===== config.mk =====
export PLATFORM = sky130hd
export DESIGN_NAME = rng_bit_collector
export DESIGN_NICKNAME = d
export VERILOG_FILES = /design/src/rtl/rng_pkg.sv /design/src/rtl/rng_debias.sv /design/src/rtl/rng_bit_collector.sv
export SDC_FILE = /design/constraint.sdc
export NUM_CORES = 1
export LEC_CHECK = 0
export ABC_AREA = 0
export CAP_MARGIN = 0
export CORE_MARGIN = 2
export CORE_UTILIZATION = 52
export DETAILED_ROUTE_END_ITERATION = 16
export PLACE_DENSITY_LB_ADDON = 0.12
export SYNTH_ARGS = -nofsm -noshare
export SYNTH_HDL_FRONTEND = slang
export SYNTH_SLANG_ARGS = --single-unit

===== constraint.sdc =====
create_clock -name clk -period 4.05 [get_ports clk]
set_clock_uncertainty 0.15 [all_clocks]
set_input_delay 0.81 -clock clk [delete_from_list [all_inputs] [get_ports clk]]
set_output_delay 0.81 -clock clk [all_outputs]
set_load 0.02 [all_outputs]

===== src/rtl/rng_pkg.sv =====
// Shared types and default sizing for the RNG bit collector.
package rng_pkg;

    typedef enum logic [1:0] {
        ST_IDLE    = 2'd0,
        ST_COLLECT = 2'd1,
        ST_FULL    = 2'd2
    } rng_state_e;

    localparam int RNG_WIDTH_DEF     = 8;
    localparam int RNG_RUN_LIMIT_DEF = 32;

endpackage


===== src/rtl/rng_debias.sv =====
// Von Neumann pair extractor: 01 -> 0, 10 -> 1, 00/11 -> nothing.
// Output valid is combinational on the second bit of a pair; no backpressure.
module rng_debias (
    input  logic clk,
    input  logic rst_n,
    input  logic flush_i,
    input  logic in_vld_i,
    input  logic in_bit_i,
    output logic out_vld_o,
    output logic out_bit_o
);

    logic have_q, have_d;
    logic first_q, first_d;

    always_comb begin
        have_d    = have_q;
        first_d   = first_q;
        out_vld_o = 1'b0;
        out_bit_o = first_q;
        if (flush_i) begin
            have_d  = 1'b0;
            first_d = 1'b0;
        end else if (in_vld_i) begin
            if (!have_q) begin
                have_d  = 1'b1;
                first_d = in_bit_i;
            end else begin
                have_d    = 1'b0;
                first_d   = 1'b0;
                out_vld_o = first_q ^ in_bit_i;
            end
        end
    end

    always_ff @(posedge clk or negedge rst_n) begin
        if (!rst_n) begin
            have_q  <= 1'b0;
            first_q <= 1'b0;
        end else begin
            have_q  <= have_d;
            first_q <= first_d;
        end
    end

endmodule


===== src/rtl/rng_bit_collector.sv =====
// Assembles raw RNG bits into WIDTH-bit words (valid one edge after the completing bit),
// holds one word under backpressure, flags overrun/stuck source. RNG_DEBIAS_EN adds von Neumann debias.
module rng_bit_collector
    import rng_pkg::*;
#(
    parameter int WIDTH     = RNG_WIDTH_DEF,
    parameter int RUN_LIMIT = RNG_RUN_LIMIT_DEF
) (
    input  logic             clk,
    input  logic             rst_n,
    input  logic             enable_i,
    input  logic             bit_i,
    input  logic             bit_valid_i,
    output logic [WIDTH-1:0] word_o,
    output logic             word_valid_o,
    input  logic             word_ready_i,
    output logic             overrun_o,
    output logic             stuck_o,
    input  logic             clear_i
);

    localparam int CW = $clog2(WIDTH + 1);
    localparam int RW = $clog2(RUN_LIMIT + 1);

    rng_state_e       state_q, state_d;
    logic [CW-1:0]    cnt_q, cnt_d;
    logic [WIDTH-1:0] shift_q, shift_d;
    logic [WIDTH-1:0] word_q, word_d;
    logic             vld_q, vld_d;
    logic             ovr_q, ovr_d, ovr_set;
    logic             stk_q, stk_d, stk_set;
    logic [RW-1:0]    run_q, run_d;
    logic             last_q, last_d;
    logic             acc, feed, col_vld, col_bit;

    assign acc  = enable_i & bit_valid_i;
    // Bits arriving while a completed word is parked are lost, so they never reach the assembler.
    assign feed = acc & (state_q != ST_FULL);

`ifdef RNG_DEBIAS_EN
    rng_debias u_debias (
        .clk       (clk),
        .rst_n     (rst_n),
        .flush_i   (!enable_i || (state_q == ST_FULL)),
        .in_vld_i  (feed),
        .in_bit_i  (bit_i),
        .out_vld_o (col_vld),
        .out_bit_o (col_bit)
    );
`else
    assign col_vld = feed;
    assign col_bit = bit_i;
`endif

    always_comb begin
        run_d   = run_q;
        last_d  = last_q;
        stk_set = 1'b0;
        if (acc) begin
            last_d = bit_i;
            if (clear_i || (run_q == '0) || (bit_i != last_q)) begin
                run_d = RW'(1);
            end else if (run_q != RW'(RUN_LIMIT)) begin
                run_d = run_q + 1'b1;
            end
            stk_set = (run_d == RW'(RUN_LIMIT));
        end else if (clear_i) begin
            run_d = '0;
        end
    end

    always_comb begin
        state_d = state_q;
        cnt_d   = cnt_q;
        shift_d = shift_q;
        word_d  = word_q;
        vld_d   = vld_q;
        ovr_set = 1'b0;
        if (vld_q && word_ready_i) begin
            vld_d = 1'b0;
        end
        case (state_q)
            ST_IDLE, ST_COLLECT: begin
                if (!enable_i) begin
                    state_d = ST_IDLE;
                    cnt_d   = '0;
                    shift_d = '0;
                end else begin
                    state_d = ST_COLLECT;
                    if (col_vld) begin
                        shift_d = {shift_q[WIDTH-2:0], col_bit};
                        if (cnt_q == CW'(WIDTH - 1)) begin
                            if (!vld_q || word_ready_i) begin
                                word_d = shift_d;
                                vld_d  = 1'b1;
                                cnt_d  = '0;
                            end else begin
                                state_d = ST_FULL;
                                cnt_d   = CW'(WIDTH);
                            end
                        end else begin
                            cnt_d = cnt_q + 1'b1;
                        end
                    end
                end
            end
            ST_FULL: begin
                if (!enable_i) begin
                    state_d = ST_IDLE;
                    cnt_d   = '0;
                    shift_d = '0;
                end else begin
                    ovr_set = acc;
                    if (word_ready_i) begin
                        word_d  = shift_q;
                        vld_d   = 1'b1;
                        cnt_d   = '0;
                        state_d = ST_COLLECT;
                    end
                end
            end
            default: state_d = ST_IDLE;
        endcase
    end

    assign ovr_d = ovr_set ? 1'b1 : (clear_i ? 1'b0 : ovr_q);
    assign stk_d = stk_set ? 1'b1 : (clear_i ? 1'b0 : stk_q);

    always_ff @(posedge clk or negedge rst_n) begin
        if (!rst_n) begin
            state_q <= ST_IDLE;
            cnt_q   <= '0;
            shift_q <= '0;
            word_q  <= '0;
            vld_q   <= 1'b0;
            ovr_q   <= 1'b0;
            stk_q   <= 1'b0;
            run_q   <= '0;
            last_q  <= 1'b0;
        end else begin
            state_q <= state_d;
            cnt_q   <= cnt_d;
            shift_q <= shift_d;
            word_q  <= word_d;
            vld_q   <= vld_d;
            ovr_q   <= ovr_d;
            stk_q   <= stk_d;
            run_q   <= run_d;
            last_q  <= last_d;
        end
    end

    assign word_o       = word_q;
    assign word_valid_o = vld_q;
    assign overrun_o    = ovr_q;
    assign stuck_o      = stk_q;

endmodule

==> flow_summary.ini <==
[outcome]
status = complete, no violations

[pwr]
power.clock.fraction_pct = 41.7
p_comb_share_pct = 8.0
switching_share_pct = 23.2
seq_power_share_pct = 50.3
switching_power_uw = 155
leakage_nw = 0.832
ir_worst_vdd_mv = 0.223
power.total_uw = 668
powerDensity_mw_per_mm2 = 349
p_int_uw = 513

[cts]
cts_sinks = 32
path_clk_slew_ps = 110
cts_setup_buffers = 0
cts_buffers = 5
h-tree-depth = 2
cts_hold_buf = 0
cts.path.max_buffers = 2
cts_tree = done
cts_resized = 0
clockRootBuffer = clkbuf_4
worst_skew_pair.late_latency_ps = 340

[logic_synthesis]
synth_area_sq_mm = 0.00163
synthTopCellsByArea = dfrtp_1, mux2i_1, a22o_1
ys_types = 41
syn-mean-instance-area_sq_um = 10.2
yosysSeqAreaShare_pct = 49.1
syn_nets = 170
synth_edf_count = 0
yosys.area.top_type = dfrtp_1
synth_fa_ha_area_share_pct = 2.30
synth_most_common_cell = dfrtp_1
synth_common_cells = dfrtp_1, nand2_1, nor2_1, a22o_1, o21ai_1
synth_xor_area_share_pct = 1.61
syn_inst = 160
synth.area.mux_share_pct = 6.21
synthArstFlopShare_pct = 100
yosys.area.top_type_share_pct = 49.1
ys_warn_count = 0
synth_compound_gate_area_share_pct = 17.4
synth_top_family_by_area = simple AND/OR/NAND/NOR gates
synthFlopType = dfrtp_1
yosys_register_bits = 32
yosys.area_share.simple_pct = 19.8

[grt]
grt_pass1_wl_microns = 5400
met2_usage_pct = 29.8
grt_pass1_vias = 1152
grt.busiest_layer = met2
met3_usage_pct = 6.28
grt_usage_pct = 20.5
grt.met1_usage_pct = 28.9
globalRouteOverflowTotal = 0
antenna_found_initial = 0
grt_max_degree = 33

[sta]
setup_tns_ps = 0
whs_ps = 341
clock.fmax_ghz = 0.424
slew_viol_final = 0
finalCritPeriodShare_pct = 58.3
finalHoldViolCount = 0
worst_slew_pin_slew_ps = 1100
slew_headroom_pct = 26.5
finalSetupViolCount = 0
fin_crit_ps = 2360
layout_setup_ws_ps = 1690
grt_setup_unrepaired = false

[finish]
postLayoutCoreUtil_pct = 63.3
seqCellArea_sq_um = 801
n_fill_cell = 251
stdcell_area_sq_mm = 0.00192
final_cells = 224
drive_gt1_share_pct = 8.89
nNetsFinal = 189
area_growth_pct = 17.4
multi_input_area_sq_um = 772
diodes = 0

[route]
drt_iter0_drc = 82
num_vias = 1247
antenna_left = 0
avgRoutedWirePerCell_microns = 14.3
via_per_inst = 5.57
drc = 0
wl_microns = 3210
dr.pass1.iters = 4

[critical_path]
cpPeakStageDelay_ps = 910
start_kind = flop
worstPathCellList = nor2b_1 > a32o_1 > nand2_2 > nand2_1 > o21ai_0
crit_arrival_ps = 2410
critical_path_class = reg2reg
worstSetupEndpointType = flop
crit_fanout = 16
reg2reg_depth = 5
required_ps = 4100
critical-path-slowest-cell = nor2b_1

[die]
rows = 20
io_pins = 18
die_w_microns = 60.0
die_h_microns = 60.0
start_util_pct = 53.9
dieArea_sq_mm = 0.00360
core_area_sq_mm = 0.00303

[placement]
hpwlAfterDp_microns = 2230
portBuffers = 17
placed_area_sq_mm = 0.00182
dp_slack_ps = 1370
gp_congestion = 0.913
dp.cells = 216

[min_path]
hold_depth = 2
hold_class = reg2reg

[flow_run]
max_cap_violations = 0
## registers in the layout, summed over array words and instances, names as in the netlist
register / cells
cnt_q: 4
last_q: 1
overrun_o: 1
run_q: 6
shift_q: 8
state_q: 2
stuck_o: 1
word_o: 8
word_valid_o: 1
## final timing paths
kind                            slack (ps)                endpoint              startpoint
worst max-delay path                  1690   word_o[3]$_DFFE_PN0P_  state_q[1]$_DFFE_PN0P_
worst min-delay path                   340   word_o[1]$_DFFE_PN0P_   word_o[1]$_DFFE_PN0P_
worst max register to register        1690   word_o[3]$_DFFE_PN0P_  state_q[1]$_DFFE_PN0P_
worst min register to register         340   word_o[1]$_DFFE_PN0P_   word_o[1]$_DFFE_PN0P_
max in group asynchronous             2740  shift_q[1]$_DFFE_PN0P_                   rst_n
min in group asynchronous              710    run_q[2]$_DFFE_PN0P_                   rst_n
## cells by family (layout without fill, tap and decap cells)
kind of cell	count (synthesis)	after routing
xor+xnor	3	3
buf+inv	10	30
fa+ha+maj	3	3
simple gates	60	60
flops	32	32
compound gates	42	42
mux	10	10
## power groups by stage
stage	combinational [mW]	clock [mW]	sequential [mW]
floorplan	0.0337	0	0.340
global placement	0.0531	0	0.341
detailed placement	0.0542	0	0.341
CTS	0.0544	0.286	0.335
global route	0.0604	0.299	0.337
finish	0.0536	0.279	0.336
## critical path, delay by kind of cell (launching register included)
kind	cells	cell delay, ps
simple gates	3	1240
compound gates	2	340
flops	1	510
## cell usage in the layout (no fill, tap or decap), drive strengths merged
cell	count
nor3b	1
xor2	1
a32o	2
a22o	10
nor2b	3
nand4	3
and3b	1
o2bb2ai	2
a21oi	6
nand3b	1
or3	1
nand2	21
o2bb2a	1
o21ai	15
nand3	5
nor4b	1
dfrtp	32
nand2b	3
a211oi	1
nor3	4
inv	4
nor2	13
bufinv	1
o311ai	1
mux2i	9
clkdlybuf4s50	17
and2	1
xnor2	2
clkbuf	7
mux2	1
buf	1
ha	3
a31oi	2
o21a	1
a21boi	1
and3	2
## routing by layer
metal	up-vias	wire, microns
li1	617	-
met4	0	30
met2	21	1450
met5	-	0
met3	5	128
met1	604	1600
## cell type report
cell class / count / area share, %
flip-flops and latches: 32 / 41.8
multi-input cells: 118 / 40.3
repair buffers: 18 / 9.27
clock buffers: 7 / 3.40
well taps: 44 / 2.87
clock inverters: 1 / 1.57
inverters: 4 / 0.784
No activity file was read; power rests on OpenSTA's default activity.
